### config.mk
export PLATFORM = sky130hd
export DESIGN_NAME = ddr_init_sequencer
export DESIGN_NICKNAME = d
export VERILOG_FILES = /design/src/rtl/ddr_init_sequencer.sv
export SDC_FILE = /design/constraint.sdc
export NUM_CORES = 1
export LEC_CHECK = 0
export CAP_MARGIN = 30
export CORE_UTILIZATION = 60
export CTS_BUF_LIST = sky130_fd_sc_hd__clkbuf_8 sky130_fd_sc_hd__clkbuf_16
export DETAILED_ROUTE_END_ITERATION = 10
export DONT_BUFFER_PORTS = 1
export HOLD_SLACK_MARGIN = 0.15
export PLACE_DENSITY = 0.76
export SLEW_MARGIN = 20
export SYNTH_ARGS = -nofsm -noshare
export SYNTH_HDL_FRONTEND = slang
export SYNTH_SLANG_ARGS = --single-unit
### constraint.sdc
create_clock -name clock -period 6.85 [get_ports clock]
set_input_delay 0.685 -clock clock [delete_from_list [all_inputs] [get_ports clock]]
set_output_delay 0.685 -clock clock [all_outputs]
set_load 0.02 [all_outputs]
### src/rtl/ddr_init_sequencer.sv
// DDR4 power-up sequencer: RESET_n/CKE ramp, MR3..MR0 programming, ZQCL, then init_done.
// All outputs are registered; a single down-counter times every wait state.
module ddr_init_sequencer #(
    parameter int unsigned tCCD         = 4,
    parameter int unsigned WR_DLY       = 10,
    parameter int unsigned RD_DLY       = 13,
    parameter logic        W_PRE        = 1'b1,
    parameter logic        R_PRE        = 1'b1,
    parameter logic [1:0]  BURST_LENGTH = 2'b00,
    parameter logic [1:0]  AL_DLY       = 2'b00,
    parameter int unsigned T_RESET      = 200,
    parameter int unsigned T_CKE        = 500,
    parameter int unsigned T_XPR        = 20,
    parameter int unsigned T_MRD        = 8,
    parameter int unsigned T_MOD        = 24,
    parameter int unsigned T_ZQINIT     = 1024
) (
    input  logic        clock,
    input  logic        reset_n,
    output logic        dram_reset_n,
    output logic        cke,
    output logic        cs_n,
    output logic        act_n,
    output logic        ras_n,
    output logic        cas_n,
    output logic        we_n,
    output logic [1:0]  bg,
    output logic [1:0]  ba,
    output logic [13:0] addr,
    output logic        odt,
    output logic        cmd_valid,
    output logic        init_done
);

    if (tCCD < 4 || tCCD > 8) begin : g_bad_tccd
        $error("tCCD out of range 4..8");
    end
    if (WR_DLY < 9 || WR_DLY > 12) begin : g_bad_wr
        $error("WR_DLY out of range 9..12");
    end
    if (RD_DLY < 9 || RD_DLY > 16) begin : g_bad_rd
        $error("RD_DLY out of range 9..16");
    end
    if (T_RESET < 1 || T_CKE < 1 || T_XPR < 1 || T_MRD < 1 || T_MOD < 1 || T_ZQINIT < 1 ||
        T_RESET > 65536 || T_CKE > 65536 || T_XPR > 65536 || T_MRD > 65536 ||
        T_MOD > 65536 || T_ZQINIT > 65536) begin : g_bad_t
        $error("timing parameters must be in 1..65536");
    end

    typedef enum logic [2:0] {
        RESET_HOLD,
        CKE_WAIT,
        XPR_WAIT,
        MRD_WAIT,
        MOD_WAIT,
        ZQ_WAIT,
        DONE
    } state_t;

    state_t      state_q;
    logic [15:0] cnt_q;
    logic [2:0]  mrs_idx_q;
    logic        dram_reset_n_q, cke_q, cmd_valid_q, init_done_q;
    logic        cs_n_q, act_n_q, ras_n_q, cas_n_q, we_n_q;
    logic [1:0]  bg_q, ba_q;
    logic [13:0] addr_q;
    logic [3:0]  mr_bgba_d;
    logic [13:0] mr_addr_d;

    // Issue order MR3, MR6, MR5, MR4, MR2, MR1, MR0 indexed by mrs_idx_q.
    always_comb begin
        mr_bgba_d = '0;
        mr_addr_d = '0;
        case (mrs_idx_q)
            3'd0: mr_bgba_d = 4'b0011;
            3'd1: begin
                mr_bgba_d         = 4'b0110;
                mr_addr_d[12:10]  = 3'(tCCD - 4);
            end
            3'd2: mr_bgba_d = 4'b0101;
            3'd3: begin
                mr_bgba_d     = 4'b0100;
                mr_addr_d[12] = W_PRE;
                mr_addr_d[11] = R_PRE;
            end
            3'd4: begin
                mr_bgba_d      = 4'b0010;
                mr_addr_d[5:3] = 3'(WR_DLY - 9);
            end
            3'd5: begin
                mr_bgba_d      = 4'b0001;
                mr_addr_d[0]   = 1'b1;
                mr_addr_d[4:3] = AL_DLY;
            end
            3'd6: begin
                mr_bgba_d      = 4'b0000;
                mr_addr_d[1:0] = BURST_LENGTH;
                mr_addr_d[6:4] = 3'(RD_DLY - 9);
            end
            default: ;
        endcase
    end

    // Command issue happens on the edge where the preceding wait expires, so a
    // one-cycle wait yields back-to-back commands with no separate issue cycle.
    always_ff @(posedge clock or negedge reset_n) begin
        if (!reset_n) begin
            state_q        <= RESET_HOLD;
            cnt_q          <= 16'(T_RESET - 1);
            mrs_idx_q      <= '0;
            dram_reset_n_q <= 1'b0;
            cke_q          <= 1'b0;
            cmd_valid_q    <= 1'b0;
            init_done_q    <= 1'b0;
            cs_n_q         <= 1'b1;
            act_n_q        <= 1'b1;
            ras_n_q        <= 1'b1;
            cas_n_q        <= 1'b1;
            we_n_q         <= 1'b1;
            bg_q           <= '0;
            ba_q           <= '0;
            addr_q         <= '0;
        end else begin
            cmd_valid_q <= 1'b0;
            cs_n_q      <= 1'b1;
            act_n_q     <= 1'b1;
            ras_n_q     <= 1'b1;
            cas_n_q     <= 1'b1;
            we_n_q      <= 1'b1;
            bg_q        <= '0;
            ba_q        <= '0;
            addr_q      <= '0;
            if (state_q != DONE && cnt_q != 16'd0) begin
                cnt_q <= cnt_q - 16'd1;
            end else begin
                case (state_q)
                    RESET_HOLD: begin
                        dram_reset_n_q <= 1'b1;
                        state_q        <= CKE_WAIT;
                        cnt_q          <= 16'(T_CKE - 1);
                    end
                    CKE_WAIT: begin
                        cke_q   <= 1'b1;
                        state_q <= XPR_WAIT;
                        cnt_q   <= 16'(T_XPR - 1);
                    end
                    XPR_WAIT, MRD_WAIT: begin
                        cmd_valid_q <= 1'b1;
                        cs_n_q      <= 1'b0;
                        ras_n_q     <= 1'b0;
                        cas_n_q     <= 1'b0;
                        we_n_q      <= 1'b0;
                        {bg_q, ba_q} <= mr_bgba_d;
                        addr_q      <= mr_addr_d;
                        if (mrs_idx_q == 3'd6) begin
                            state_q <= MOD_WAIT;
                            cnt_q   <= 16'(T_MOD - 1);
                        end else begin
                            mrs_idx_q <= mrs_idx_q + 3'd1;
                            state_q   <= MRD_WAIT;
                            cnt_q     <= 16'(T_MRD - 1);
                        end
                    end
                    MOD_WAIT: begin
                        cmd_valid_q <= 1'b1;
                        cs_n_q      <= 1'b0;
                        we_n_q      <= 1'b0;
                        addr_q      <= 14'h0400;
                        state_q     <= ZQ_WAIT;
                        cnt_q       <= 16'(T_ZQINIT - 1);
                    end
                    ZQ_WAIT: begin
                        init_done_q <= 1'b1;
                        state_q     <= DONE;
                    end
                    default: ;
                endcase
            end
        end
    end

    assign dram_reset_n = dram_reset_n_q;
    assign cke          = cke_q;
    assign cs_n         = cs_n_q;
    assign act_n        = act_n_q;
    assign ras_n        = ras_n_q;
    assign cas_n        = cas_n_q;
    assign we_n         = we_n_q;
    assign bg           = bg_q;
    assign ba           = ba_q;
    assign addr         = addr_q;
    assign odt          = 1'b0;
    assign cmd_valid    = cmd_valid_q;
    assign init_done    = init_done_q;

endmodule

==> results of run 1 <==
through the flow:
step	hold WS [ns]	setup slack (ns)	instance area (µm²)	util (%)
after floorplan	0.3894	4.536	1977	-
after global placement	0.3906	4.434	1897	62.13
after detailed placement	0.3903	4.338	1897	62.13
after CTS	0.2109	4.332	2028	66.43
after global routing	0.2026	4.155	2028	66.43
final	0.2051	4.313	2028	66.43
logic make-up (layout without fill, tap and decap cells):
group | Yosys count | count (layout) | share of synthesized area [%]
other | 2 | 11 | 0.3865
AO/OA/AOI/OAI | 41 | 41 | 14.30
adder cells (fa/ha/maj) | 6 | 6 | 3.863
AND/OR/NAND/NOR | 70 | 70 | 21.89
multiplexers | 1 | 1 | 0.7725
XOR/XNOR | 7 | 7 | 3.155
buffers and inverters | 29 | 18 | 8.822
flip-flops | 36 | 36 | 46.81
layer usage:
| layer | vias to the layer above | global-route usage [%] | part of all wire [%] |
|---|---|---|---|
| li1 | 637 | - | - |
| met1 | 648 | 33.62 | 45 |
| met2 | 60 | 35.55 | 46 |
| met3 | 11 | 6.813 | 6.5 |
| met4 | 0 | 11.90 | 2.4 |
| met5 | - | 0 | 0 |
layout make-up:
type                            instances  area (µm²)  area share, %
Multi-Input combinational cell        136       895.9          44.17
Timing Repair Buffer                    1       20.02         0.9870
Tap cell                               44       55.05          2.714
Clock inverter                          3       42.54          2.097
Sequential cell                        36       909.6          44.85
Inverter                                9       36.28          1.789
Clock buffer                            5       68.82          3.393
state kept, by name, summed over array words and instances, names as in the netlist:
signal        flops
state_q           3
addr              5
dram_reset_n      1
we_n              1
bg                1
mrs_idx_q         3
cmd_valid         1
cke               1
cas_n             1
cnt_q            16
init_done         1
ba                2
worst max path at each step:
stage              from      endpoint  cells past startpoint
5_1_grt        cnt_q[0]  mrs_idx_q[1]                      9
6_report       cnt_q[0]  mrs_idx_q[1]                      9
2_1_floorplan  cnt_q[0]  mrs_idx_q[1]                      9
4_1_cts        cnt_q[0]  mrs_idx_q[1]                      9
3_5_place_dp   cnt_q[0]  mrs_idx_q[1]                      9
3_3_place_gp   cnt_q[0]  mrs_idx_q[1]                      9
cells in the mapped netlist, types with 2 or more instances:
library cell | number | area (µm²)
a211oi_1 | 3 | 22.52
a21o_1 | 3 | 22.52
a21oi_1 | 10 | 50.05
and3_1 | 2 | 12.51
and3_2 | 3 | 22.52
buf_4 | 14 | 105.1
clkbuf_1 | 5 | 18.77
conb_1 | 2 | 7.510
dfrtp_1 | 29 | 725.7
dfstp_2 | 7 | 183.9
ha_1 | 6 | 75.07
inv_1 | 8 | 30.03
nand2_1 | 11 | 41.29
nand2b_1 | 6 | 37.54
nand3_1 | 2 | 10.01
nor2_1 | 15 | 56.30
nor2b_1 | 4 | 25.02
nor3_1 | 8 | 40.04
nor4_4 | 2 | 42.54
o21ai_0 | 10 | 50.05
o31ai_1 | 4 | 30.03
or2_2 | 3 | 18.77
or3_1 | 2 | 12.51
xnor2_1 | 4 | 35.03
xor2_1 | 3 | 26.28
worst reg2reg max path: cells and delay by family (launching register included):
kind / cells / cell delay (ns)
compound gates: 1 / 0.16
buf+inv: 2 / 0.15
simple gates: 4 / 1.24
mux: 1 / 0.31
flops: 1 / 0.37
fa+ha+maj: 1 / 0.19
cell usage in the layout (no fill, tap or decap), types with 2 or more instances in the layout:
cell type and n:
a211oi_1 3, a21o_1 3, a21oi_1 10, and3_1 2, and3_2 3, clkbuf_8 5
conb_1 11, dfrtp_1 29, dfstp_2 7, ha_1 6, inv_1 8, nand2_1 11
nand2b_1 6, nand3_1 2, nor2_1 15, nor2b_1 4, nor3_1 8, nor4_4 2
o21ai_0 10, o31ai_1 4, or2_2 3, or3_1 2, xnor2_1 4, xor2_1 3
power by group:
group,internal [mW],switching (mW),total [mW]
registers,0.213,0,0.213
logic,0.00120,0.00848,0.00968
clock network,0.108,0.0744,0.182
timing repair:
action / in CTS / in global routing
gates resized for setup: 0 / 0
buffers inserted: 0 / 0
setup endpoints to repair: 0 / 0
hold buffers: 1 / 0
endpoints found under the hold margin: 29 / 0
==> summary.txt, run 1 <==
Worst setup path
  – CP delay by family, top: simple AND/OR/NAND/NOR gates
  – CP Buf/Inv Count: 2
  – Worst endpoint data arrival time: between 2 and 3 ns
  – CP max-delay cell: nor4_4
  – Critical R2R Launch: cnt_q[0]
  – CP cell instances: inv_1 > ha_1 > or3b_4 > nor4_4 > nand2_2 > nor2_4 > inv_4 > a21oi_4 > mux2_4
  – Worst r2r path cells: 9
  – Worst-path maximum fanout: 8
  – Max incr delay on CP: between 0.4 and 0.5 ns
  – Worst setup EP type: flip-flop
  – Worst path required time: 7.03 ns
  – CP startpoint kind: flip-flop
  – R2r setup slk: 4.31 ns
  – Critical path class: reg2reg
  – Worst R2R End: mrs_idx_q[1]

Global route
  – Largest net degree at the start of global routing: 30
  – GRT overflow: 0
  – Initial antenna violation count: 0
  – First-pass GRT wire length: ~6100 µm
  – GR Util All Layers: 24.49%
  – Vias in the first global route: 1262

Timing
  – Final Max Slew Viols: 0
  – RSZ-0062 raised after global routing: no
  – Min cycle time layout: roughly 2.5 ns
  – Setup TNS: 0 ns
  – Max Fclk: a little under 0.4 GHz
  – Slew at the pin with the worst max-slew slack: between 0.6 and 0.7 ns
  – Endpoints failing setup: 0
  – Hold Violations, Final: 0
  – Clock Skew: just under 0.007 ns
  – Final period utilization: a little under two fifths
  – Slew margin rel.: about 56%

Yosys
  – Yosys warns: 0
  – Cell variety after synth: 51
  – Synthesized cell area: about 1900 µm²
  – Post-synth EDFFs: 0
  – Most used DFF post-synth: dfrtp_1
  – Yosys reg bits: 36
  – Synthesized area per cell: just over 10 µm²
  – Cells after Synth: 192
  – Async SR Flop Fraction: 100.0%
  – Seq/Total Area, Yosys: between 40% and 50%

Clock network
  – H-tree depth: 2
  – Max Root-Sink Buffers: 2
  – CTS root buf: clkbuf_8
  – Clk slew on worst S/H paths: around 0.070 ns
  – Clk Latency, worst-skew pair: about 0.29 ns
  – Total CTS buffers: 5
  – Clock sink count: 36
  – CTS tree: done

Layout
  – Layout cells sized above 1: about a fifth
  – ANT cells: 0
  – Layout overhead on the synthesized area: 4.379%
  – # fillers: around 250
  – Final std cells w/o fill: about 230
  – Final nets: a little under 200

Run
  – Max_cap viols: 0

Routing
  – WL/cell: 15.58 µm
  – Final ANT Viol Nets: 0
  – DR pass1 iterations: 4
  – Total wire length: approximately 3600 µm
  – Iteration-0 DRC Markers: 78
  – Post-route DRC violation count: 0
  – Routed vias: 1356
  – DR vias/cell: just under 6

Power
  – Leak: 0.9724 nW
  – PwrDens: about 200 nW/µm²
  – Worst vdd ir: 115.9 µV
  – Tot Pwr: between 0.4 and 0.5 mW

Status
  – Status: finished clean

Floorplanning
  – Die Wd: 58.91 µm
  – Die Ht: about 60 µm
  – Initial core utilization: 63.65%
  – Die footprint: ~3500 µm²
  – Area of the core: approximately 3000 µm²
  – Io pins: 30
  – Row count: 20

Worst hold path
  – HP Class: in2async

Placement
  – Final Wtd Congestion: just under 0.9
  – Port Buffer Count: 0
  – Inst Count DP: roughly 230
  – Post-DP HPWL: between 2000 and 3000 µm
Note: power is estimated with default switching activity, not from simulation.
==> run 2, diff against run 1 <==
==> constraint.sdc (replaced) <==
create_clock -name clock -period 2.5 [get_ports clock]
set_input_delay 0.25 -clock clock [delete_from_list [all_inputs] [get_ports clock]]
set_output_delay 0.25 -clock clock [all_outputs]
set_load 0.02 [all_outputs]
==> run 2 against run 1 <==
Non-clock buffer count grew 4. Clock skew about the same. Final area rose by 0.43%. Register-to-register slack lost 4.1 ns. First-iteration DRC count is 23% lower. Die area stayed put. Hold slack better by 0.21 ns. Maximum frequency up 9.5%. Combinational power grew to 3.1 times the previous value. Sequential power grew to 2.7 times the previous value. Wire length shrank 2.8%. Global-route usage shrank 0.93 points. Critical endpoint unchanged. Largest cell class unchanged. Largest power group unchanged.
==> summary.txt, run 2 (same netlist as run 1, synthesis figures left out) <==
Layout
  – Commonest cells after routing, fill and taps aside: dfrtp_1, nor2_1, nand2_1, conb_1
  – Most common cell after layout, fill and taps aside: dfrtp_1
  – Largest register FFs: 16 (unchanged)
  – Layout cells sized above 1: 20.10% (+1.2 points)
  – Final std cells w/o fill: 238 (+1.7%)
  – Core Util, Final: 66.72% (+0.29 points)
  – Reg with most FFs: cnt_q
  – Final nets: 201 (+2.0%)
  – ANT cells: 0 (unchanged)
  – Layout overhead on the synthesized area: 4.829%

Clock network
  – Clock sink count: 36 (unchanged)
  – CTS tree: done
  – CTS root buf: clkbuf_8
  – Postcts setup bufs: 0 (unchanged)
  – Total CTS buffers: 5 (unchanged)
  – Post-CTS resize count: 0 (unchanged)
  – Max Root-Sink Buffers: 2 (unchanged)
  – Clk slew on worst S/H paths: 0.07 ns (about the same)
  – Clk Latency, worst-skew pair: 0.29 ns (about the same)
  – H-tree depth: 2 (unchanged)

Worst setup path
  – R2r setup slk: 0.18 ns (-4.13 ns)
  – CP Buf/Inv Count: 1 (-1)
  – Worst setup EP type: flip-flop
  – Worst endpoint data arrival time: 2.49 ns (-0.23 ns)
  – Critical R2R Launch: cnt_q[7]
  – CP startpoint kind: flip-flop
  – Setup crit start: cnt_q[7]
  – Worst path required time: 2.67 ns (-4.36 ns)
  – Critical path endpoint: mrs_idx_q[1]
  – Critical path class: reg2reg
  – CP max-delay cell: or4_4
  – Max incr delay on CP: 0.57 ns (+0.09 ns)
  – Worst-path maximum fanout: 8 (unchanged)
  – Worst r2r path cells: 7 (-2)
  – CP cell instances: or4_4 > nor4_4 > nand2_2 > nor2_4 > inv_4 > a21oi_4 > mux2_4
  – WP depth: 7 (-2)
  – Worst R2R End: mrs_idx_q[1]
  – CP delay by family, top: simple AND/OR/NAND/NOR gates

Run
  – Max_cap viols: 0 (unchanged)

Timing
  – Endpoints failing setup: 0 (unchanged)
  – Setup TNS: 0 ns (unchanged)
  – Max Fclk: 0.4315 GHz (+9.5%)
  – Clock Skew: 0.007215 ns (+0.0003337 ns)
  – Final Max Slew Viols: 0 (unchanged)
  – Final setup margin: 0.1824 ns (-4.130 ns)
  – Slew margin rel.: 51.39% (-4.3 points)
  – Min cycle time layout: 2.318 ns (-0.2197 ns)
  – Final period utilization: 92.70% (+56 points)
  – RSZ-0062 raised after global routing: no
  – Hold Violations, Final: 0 (unchanged)
  – Slew at the pin with the worst max-slew slack: 0.7197 ns (+0.06407 ns)

Power
  – Tot Pwr: 1.003 mW (+150%)
  – Leak: 0.9854 nW (+1.3%)
  – PwrDens: 492.6 nW/µm² (+150%)
  – Worst vdd ir: 303.8 µV (+160%)

Placement
  – Post-DP HPWL: 2615 µm (+1.4%)
  – Final Wtd Congestion: 0.9281 (+4.9%)
  – Place WS: 0.1181 ns (-4.220 ns)
  – Inst Count DP: 228 (+1.3%)
  – Port Buffer Count: 0 (unchanged)

Floorplanning
  – Die footprint: 3470 µm² (unchanged)
  – Initial core utilization: 63.65% (unchanged)
  – Die Ht: 58.91 µm (unchanged)
  – Row count: 20 (unchanged)
  – Area of the core: 3053 µm² (unchanged)
  – Io pins: 30 (unchanged)
  – Die Wd: 58.91 µm (unchanged)

Routing
  – Routed vias: 1356 (unchanged)
  – Iteration-0 DRC Markers: 60 (-23%)
  – WL/cell: 14.89 µm (-4.5%)
  – Post-route DRC violation count: 0 (unchanged)
  – Final ANT Viol Nets: 0 (unchanged)
  – DR vias/cell: 5.697 (-1.7%)
  – Total wire length: 3543 µm (-2.8%)
  – DR pass1 iterations: 4 (unchanged)

Global route
  – First-pass GRT wire length: 5934 µm (-2.8%)
  – GRT overflow: 0 (unchanged)
  – Vias in the first global route: 1272 (+0.79%)
  – GR Util All Layers: 23.56% (-0.93 points)
  – Largest net degree at the start of global routing: 37 (+23%)
  – Initial antenna violation count: 0 (unchanged)

Status
  – Status: finished clean

Worst hold path
  – HP Class: in2async
run 2: cell types whose count changed in the layout (fill, tap and decap cells not counted), sizes merged:
| cell | delta |
|---|---|
| clkinv | +2 |
| bufinv | -1 |
| clkinvlp | -1 |
| dlygate4sd3 | +1 |
| buf | +3 |
run 2: stage by stage:
step	hold slack (ns)	cell area (µm²)
after global placement	-0.04469	1919
after floorplan	-0.04559	1977
final	0.4134	2037
after global routing	0.4261	2037
after CTS	0.3997	2037
after detailed placement	-0.04479	1919
run 2: per-layer routing:
metal	global-route usage [%]	wire length [µm]	share of wire [%]
met5	0	0	0
met4	11.90	61	1.7
met3	6.813	178	5.0
met2	34.42	1674	47
met1	31.86	1629	46
run 2: worst min path at each step:
stage                        from         to  slack, ns  cells past startpoint
after floorplan           reset_n    addr[0]      -0.05                      0
after global placement    reset_n   cnt_q[9]      -0.04                      0
after detailed placement  reset_n  cnt_q[14]      -0.04                      0
after CTS                 reset_n  cnt_q[14]       0.40                      2
after global routing      reset_n  cnt_q[14]       0.43                      2
final                     reset_n  cnt_q[14]       0.41                      2
run 2: power breakdown:
part           total (mW)  internal (mW)  leakage [nW]  switching [mW]
Clock               0.391          0.194        0.0479           0.197
Combinational      0.0298        0.00427         0.475          0.0255
Sequential          0.583          0.583         0.463               0
run 2: area by class of cell:
| cell class | instances | area [µm²] |
|---|---|---|
| clock buffers | 5 | 68.82 |
| clock inverters | 3 | 18.77 |
| fillers | 245 | 1016 |
| inverters | 9 | 36.28 |
| multi-input cells | 136 | 895.9 |
| flip-flops and latches | 36 | 909.6 |
| well taps | 44 | 55.05 |
| repair buffers | 5 | 52.55 |
run 2: repair_timing:
item,CTS,global route
hold endpoints to repair,36,0
hold buffers,2,0
setup endpoints to repair,0,2
